`src/rtl/dither_seq_ctrl.sv`:
```
`default_nettype none
// ============================================================================
//  Module      : dither_seq_ctrl
//  Description : Sequencer / supervisor for the PIG dither generator.
//                Decimates ADC strobes into generator triggers, shadows the
//                configuration and applies it on frame boundaries, republishes
//                frame results and restarts a stalled generator via watchdog.
//  Revision    : 1.0 - initial release
// ============================================================================
module dither_seq_ctrl #(
    parameter logic [23:0] WDOG_CYC  = 24'd10_000_000,
    parameter logic [7:0]  RECOV_CYC = 8'd4
) (
    input  logic        i_clk,
    input  logic        i_rst,
    input  logic        i_enable,
    input  logic        i_adc_valid,
    input  logic [31:0] i_adc_data,
    input  logic        i_cfg_wr,
    input  logic [31:0] i_cfg_wait_cnt,
    input  logic [3:0]  i_cfg_avg_sel,
    input  logic [7:0]  i_cfg_decim,
    input  logic [31:0] i_dg_data,
    input  logic [31:0] i_dg_dither,
    output logic        o_dg_rst_n,
    output logic        o_dg_trig,
    output logic [31:0] o_dg_data,
    output logic [31:0] o_dg_wait_cnt,
    output logic [2:0]  o_dg_avg_sel,
    output logic [31:0] o_result,
    output logic        o_result_valid,
    output logic [15:0] o_frame_cnt,
    output logic        o_cfg_pending,
    output logic        o_wdog_err
);

    typedef enum logic [1:0] {
        S_IDLE    = 2'd0,
        S_START   = 2'd1,
        S_RUN     = 2'd2,
        S_RECOVER = 2'd3
    } state_t;

    state_t      r_state;

    // Shadow configuration, written by the register bank at any time
    logic [7:0]  r_sh_decim;
    logic [31:0] r_sh_wait;
    logic [2:0]  r_sh_avg;

    // Applied decimation ratio (never zero) and sequencing counters
    logic [7:0]  r_decim;
    logic [7:0]  r_dec_cnt;
    logic [7:0]  r_recov_cnt;
    logic [23:0] r_wdog;
    logic        r_first_seen;
    logic        r_prev_neg;

    logic        w_boundary;
    logic        w_go_start;

    // A frame ends when the dither swings from negative to strictly positive
    assign w_boundary = r_prev_neg & ~i_dg_dither[31] & (|i_dg_dither);

    // Entering START either from IDLE or at the end of the recovery hold
    assign w_go_start = i_enable &
                        ((r_state == S_IDLE) ||
                         ((r_state == S_RECOVER) && (r_recov_cnt == RECOV_CYC - 8'd1)));

    // Capture configuration into the shadow; the generator only has 3 select
    // bits, so any larger averaging request saturates at 7
    always_ff @(posedge i_clk) begin
        if (i_rst) begin
            r_sh_decim <= 8'd1;
            r_sh_wait  <= 32'd0;
            r_sh_avg   <= 3'd0;
        end else if (i_cfg_wr) begin
            r_sh_wait  <= i_cfg_wait_cnt;
            r_sh_avg   <= (i_cfg_avg_sel > 4'd7) ? 3'd7 : i_cfg_avg_sel[2:0];
            r_sh_decim <= (i_cfg_decim == 8'd0) ? 8'd1 : i_cfg_decim;
        end
    end

    // Remember the sign of the previous dither sample for edge detection
    always_ff @(posedge i_clk) begin
        if (i_rst) begin
            r_prev_neg <= 1'b0;
        end else begin
            r_prev_neg <= i_dg_dither[31];
        end
    end

    // Sequencer: state, decimation, frame publication and watchdog
    always_ff @(posedge i_clk) begin
        if (i_rst) begin
            r_state        <= S_IDLE;
            r_decim        <= 8'd1;
            r_dec_cnt      <= 8'd0;
            r_recov_cnt    <= 8'd0;
            r_wdog         <= 24'd0;
            r_first_seen   <= 1'b0;
            o_dg_rst_n     <= 1'b0;
            o_dg_trig      <= 1'b0;
            o_dg_data      <= 32'd0;
            o_dg_wait_cnt  <= 32'd0;
            o_dg_avg_sel   <= 3'd0;
            o_result       <= 32'd0;
            o_result_valid <= 1'b0;
            o_frame_cnt    <= 16'd0;
            o_cfg_pending  <= 1'b0;
            o_wdog_err     <= 1'b0;
        end else begin
            o_dg_trig      <= 1'b0;
            o_result_valid <= 1'b0;

            // A config write acknowledges a previous timeout; a fresh timeout
            // in the same cycle is assigned later and wins
            if (i_cfg_wr) begin
                o_wdog_err <= 1'b0;
            end

            case (r_state)
                S_IDLE: begin
                    o_dg_rst_n <= 1'b0;
                    r_dec_cnt  <= 8'd0;
                    if (i_enable) begin
                        r_state <= S_START;
                    end
                end

                S_START: begin
                    if (!i_enable) begin
                        r_state    <= S_IDLE;
                        o_dg_rst_n <= 1'b0;
                    end else begin
                        r_state <= S_RUN;
                    end
                end

                S_RUN: begin
                    if (!i_enable) begin
                        r_state    <= S_IDLE;
                        o_dg_rst_n <= 1'b0;
                        r_dec_cnt  <= 8'd0;
                    end else begin
                        if (i_adc_valid) begin
                            if (r_dec_cnt == r_decim - 8'd1) begin
                                o_dg_trig <= 1'b1;
                                o_dg_data <= i_adc_data;
                                r_dec_cnt <= 8'd0;
                            end else begin
                                r_dec_cnt <= r_dec_cnt + 8'd1;
                            end
                        end

                        // A boundary proves the generator is alive, so it
                        // takes precedence over an expiring watchdog
                        if (w_boundary) begin
                            r_wdog <= 24'd0;
                            if (!r_first_seen) begin
                                r_first_seen <= 1'b1;
                            end else begin
                                o_result       <= i_dg_data;
                                o_result_valid <= 1'b1;
                                o_frame_cnt    <= o_frame_cnt + 16'd1;
                                if (o_cfg_pending) begin
                                    o_dg_wait_cnt <= r_sh_wait;
                                    o_dg_avg_sel  <= r_sh_avg;
                                    r_decim       <= r_sh_decim;
                                    o_cfg_pending <= 1'b0;
                                end
                            end
                        end else if (r_wdog == WDOG_CYC - 24'd1) begin
                            r_state     <= S_RECOVER;
                            o_dg_rst_n  <= 1'b0;
                            o_wdog_err  <= 1'b1;
                            r_recov_cnt <= 8'd0;
                            r_dec_cnt   <= 8'd0;
                        end else begin
                            r_wdog <= r_wdog + 24'd1;
                        end
                    end
                end

                S_RECOVER: begin
                    if (!i_enable) begin
                        r_state <= S_IDLE;
                    end else if (r_recov_cnt == RECOV_CYC - 8'd1) begin
                        r_state <= S_START;
                    end else begin
                        r_recov_cnt <= r_recov_cnt + 8'd1;
                    end
                end

                default: begin
                    r_state    <= S_IDLE;
                    o_dg_rst_n <= 1'b0;
                end
            endcase

            // START outputs are registered on entry so the generator leaves
            // reset exactly when START begins
            if (w_go_start) begin
                o_dg_rst_n    <= 1'b1;
                o_dg_wait_cnt <= r_sh_wait;
                o_dg_avg_sel  <= r_sh_avg;
                r_decim       <= r_sh_decim;
                o_cfg_pending <= 1'b0;
                r_wdog        <= 24'd0;
                r_first_seen  <= 1'b0;
            end

            // A write that lands with an apply stays pending for next time
            if (i_cfg_wr) begin
                o_cfg_pending <= 1'b1;
            end
        end
    end

endmodule
`default_nettype wire

```
`config.mk`:
```
export PLATFORM = sky130hd
export DESIGN_NAME = dither_seq_ctrl
export DESIGN_NICKNAME = d
export VERILOG_FILES = /design/src/rtl/dither_seq_ctrl.sv
export SDC_FILE = /design/constraint.sdc
export NUM_CORES = 1
export LEC_CHECK = 0
export ABC_AREA = 1
export BUFFER_PORTS_ARGS = -buffer_cell sky130_fd_sc_hd__buf_2
export CAP_MARGIN = 20
export CORE_ASPECT_RATIO = 2
export CORE_UTILIZATION = 30
export CTS_CLUSTER_SIZE = 8
export DETAILED_ROUTE_END_ITERATION = 8
export GPL_TIMING_DRIVEN = 0
export HOLD_SLACK_MARGIN = 0.1
export PLACE_DENSITY = 0.54
export RECOVER_POWER = 25
export SYNTH_ARGS = -nofsm -noshare
export SYNTH_HDL_FRONTEND = slang
export SYNTH_SLANG_ARGS = --single-unit
```
`constraint.sdc`:
```
create_clock -name i_clk -period 3.21 [get_ports i_clk]
set_clock_uncertainty 0.05 [all_clocks]
set_input_delay 0.321 -clock i_clk [delete_from_list [all_inputs] [get_ports i_clk]]
set_output_delay 0.321 -clock i_clk [all_outputs]
set_load 0.01 [all_outputs]
```
==> impl_metrics.json <==
{
  "grt.overflow.total": 0,
  "antenna_cells": 0,
  "ir_worst_vdd_uv": 365,
  "clock_latency_ns": 0.54,
  "final_layout_size_suffix_gt1_frac": 0.143,
  "fin_crit_sh": 0.768,
  "io_buffers": 262,
  "die_area_um2": 32700,
  "setup.worst_path.class": "reg2reg",
  "drt_iter0_markers": 445,
  "htree_levels": 1,
  "crit_arrival_ns": 2.89,
  "die_y_um": 255,
  "io_pins": 265,
  "ant_nets": 0,
  "seqPwrFrac": 0.444,
  "synth_common_cells": "316 x nor2_1, 268 x nand2_1, 215 x dfxtp_1",
  "wl_per_cell_um": 14.1,
  "period_minus_slack_ns": 2.46,
  "grt_usage": 0.188,
  "cts_root_buf": "clkbuf_16",
  "ys_types": 34,
  "grt_pass1_vias": 10000,
  "cp-end-kind": "register",
  "syn-instance-count": 1377,
  "synth_top_area_frac": 0.450,
  "cts_inserted_buffers": 30,
  "yosysMostFrequentCell": "nor2_1",
  "cap_viol_max_count": 0,
  "ys_ff_latch": 215,
  "tritoncts": "yes",
  "p_per_area_nw_per_um2": 483,
  "cts.sinks": 215,
  "hold_viol_final": 0,
  "antenna_found_initial": 0,
  "ctsLongestPathBuffers": 3,
  "p_sw_frac": 0.251,
  "cp-start-kind": "register",
  "synth_edf_count": 0,
  "yosysSeqAreaShare": 0.450,
  "worstMarginPinSlew_ns": 0.657,
  "gp_congestion": 0.938,
  "synth_nets": 1532,
  "slew_violations": 0,
  "start_util": 0.305,
  "grt_pass1_wl_mm": 48.8,
  "syn-mean-instance-area_um2": 6.95,
  "status": "completed",
  "yosysTopAreaCell": "dfxtp_1",
  "dp.final_hpwl_mm": 23.2,
  "core_um2": 31400,
  "syn2layout_area_growth_pct": 37.9,
  "syn-cell-area_um2": 9570,
  "grt_setup_unrepaired": "no",
  "pwr-share-comb": 0.122,
  "cts.reportedPaths.clkPinSlew_ns": 0.06,
  "p_sw_w": 0.00160,
  "internal_power_w": 0.00477,
  "p_leak_nw": 5.60,
  "route.met3.wl_mm": 1.02,
  "post_cts_resized": 0,
  "async_reset_ff_frac": 0,
  "maxSlewHeadroom": 0.562,
  "routed.top_layer": "met4",
  "setup_violations": 0,
  "wl_met1_mm": 11.0,
  "grt_max_degree": 15,
  "rows": 92,
  "vias_per_cell": 4.61,
  "vias": 10200,
  "fin_nets": 1937,
  "ys.flop_type": "dfxtp_1",
  "min_path_type": "in2reg",
  "clkPwrFrac": 0.434,
  "path_max_fanout": 10,
  "drtPass1Iterations": 5,
  "wl_met2_mm": 17.6,
  "drc": 0,
  "whs_ns": 0.181,
  "yosysWarnings": 0,
  "dieWidth_um": 128,
  "max_freq_ghz": 0.406,
  "tns_ns": 0,
  "required_ns": 3.64,
  "wl_mm": 31.2,
  "synthTopCellsByArea": "dfxtp_1 45%, nor2_1 12%, nand2_1 11%, a21oi_1 5.0%, o21ai_0 4.8%"
}
## per-stage QoR
| stage | worst slack [ns] | power (W) | area (um^2) | utilization | cells |
|---|---|---|---|---|---|
| 2_1_floorplan | 1.36 | 0.00328 | 9570 | - | 1377 |
| 3_3_place_gp | 0.689 | 0.00356 | 11400 | 0.363 | 2062 |
| 3_5_place_dp | 0.672 | 0.00357 | 11400 | 0.363 | 2062 |
| 4_1_cts | 0.656 | 0.00649 | 13300 | 0.423 | 2205 |
| 5_1_grt | 0.451 | 0.00666 | 13200 | 0.420 | 2205 |
| 6_report | 0.746 | 0.00637 | 13200 | 0.420 | 2205 |
## path summary, 6_finish.rpt
kind                                   start              end  slack (ns)  depth (start not counted)
worst min register to register  r_first_seen     r_first_seen        0.40                          2
worst min-delay path             i_adc_valid     r_dec_cnt[0]        0.18                          5
worst max register to register    r_state[0]  o_dg_avg_sel[1]        0.75                         11
worst max-delay path              r_state[0]  o_dg_avg_sel[1]        0.75                         11
## power groups by stage
stage,Clock (W),Combinational [W],Sequential (W)
6_report,0.00276,0.000779,0.00283
3_5_place_dp,0,0.000687,0.00288
3_3_place_gp,0,0.000681,0.00288
4_1_cts,0.00287,0.000794,0.00283
2_1_floorplan,0,0.000387,0.00289
5_1_grt,0.00295,0.000874,0.00284
## per-layer routing
layer,vias to the layer above,global-route usage
met5,-,0
met4,0,0.103
met3,98,0.0245
met2,233,0.379
met1,4671,0.177
li1,5173,-
## logic make-up after synthesis
kind of cell | after synthesis | synth area share
AO/OA/AOI/OAI | 191 | 0.101
XOR/XNOR | 42 | 0.0384
adder cells (fa/ha/maj) | 10 | 0.0131
buffers and inverters | 182 | 0.0766
flip-flops | 215 | 0.450
multiplexers | 1 | 0.00118
AND/OR/NAND/NOR | 736 | 0.320
## sequential cells by signal, indices dropped and copies added (netlist names), 2 cells and up
| signal | flops |
|---|---|
| o_result | 32 |
| r_sh_wait | 32 |
| r_state | 2 |
| o_dg_avg_sel | 3 |
| r_wdog | 24 |
| o_dg_data | 32 |
| r_sh_decim | 8 |
| r_sh_avg | 3 |
| o_dg_wait_cnt | 32 |
| r_dec_cnt | 8 |
| o_frame_cnt | 16 |
| r_decim | 8 |
| r_recov_cnt | 8 |
## placed cells by master (no fill, tap or decap), types with 2 or more instances in the layout
master,synthesis,routed
nor2_1,316,316
nand2_1,268,268
dfxtp_1,215,215
buf_2,16,198
clkbuf_1,39,120
dlygate4sd3_1,0,111
inv_1,104,104
a21oi_1,95,95
o21ai_0,91,91
nand3_1,62,62
nand4_1,42,42
clkbuf_16,0,31
xor2_1,26,26
nor3_1,25,25
xnor2_1,16,16
ha_1,10,10
buf_1,9,9
inv_2,7,7
nand2_2,5,5
nor2_4,4,4
nor4_1,3,3
nor3b_1,3,3
buf_6,3,3
clkinv_1,2,2
o211ai_1,2,2
and2_1,2,2
or2_2,2,2
buf_4,2,2
## worst max-delay path, cell delays in order, from the launching register on
cell and delay (ns):
dfxtp_1 0.33, inv_1 0.13, ha_1 0.29, nand2_2 0.17, inv_2 0.20, nand4_1 0.26
nand2_1 0.15, nand2_2 0.16, inv_2 0.18, buf_2 0.27, nor2_1 0.08, nor2_1 0.12
## layout make-up
class,count,area (um^2)
Buffer,69,309
Clock buffer,32,779
Fill cell,3344,18200
Inverter,113,424
Multi-Input combinational cell,980,4530
Sequential cell,215,4300
Tap cell,423,529
Timing Repair Buffer,373,2320
## what timing repair did
| item | CTS | global route |
|---|---|---|
| hold endpoints to repair | 108 | 0 |
| buffers inserted | 0 | 0 |
| hold buffers | 111 | 0 |
Power figures use the tool's default switching activity.
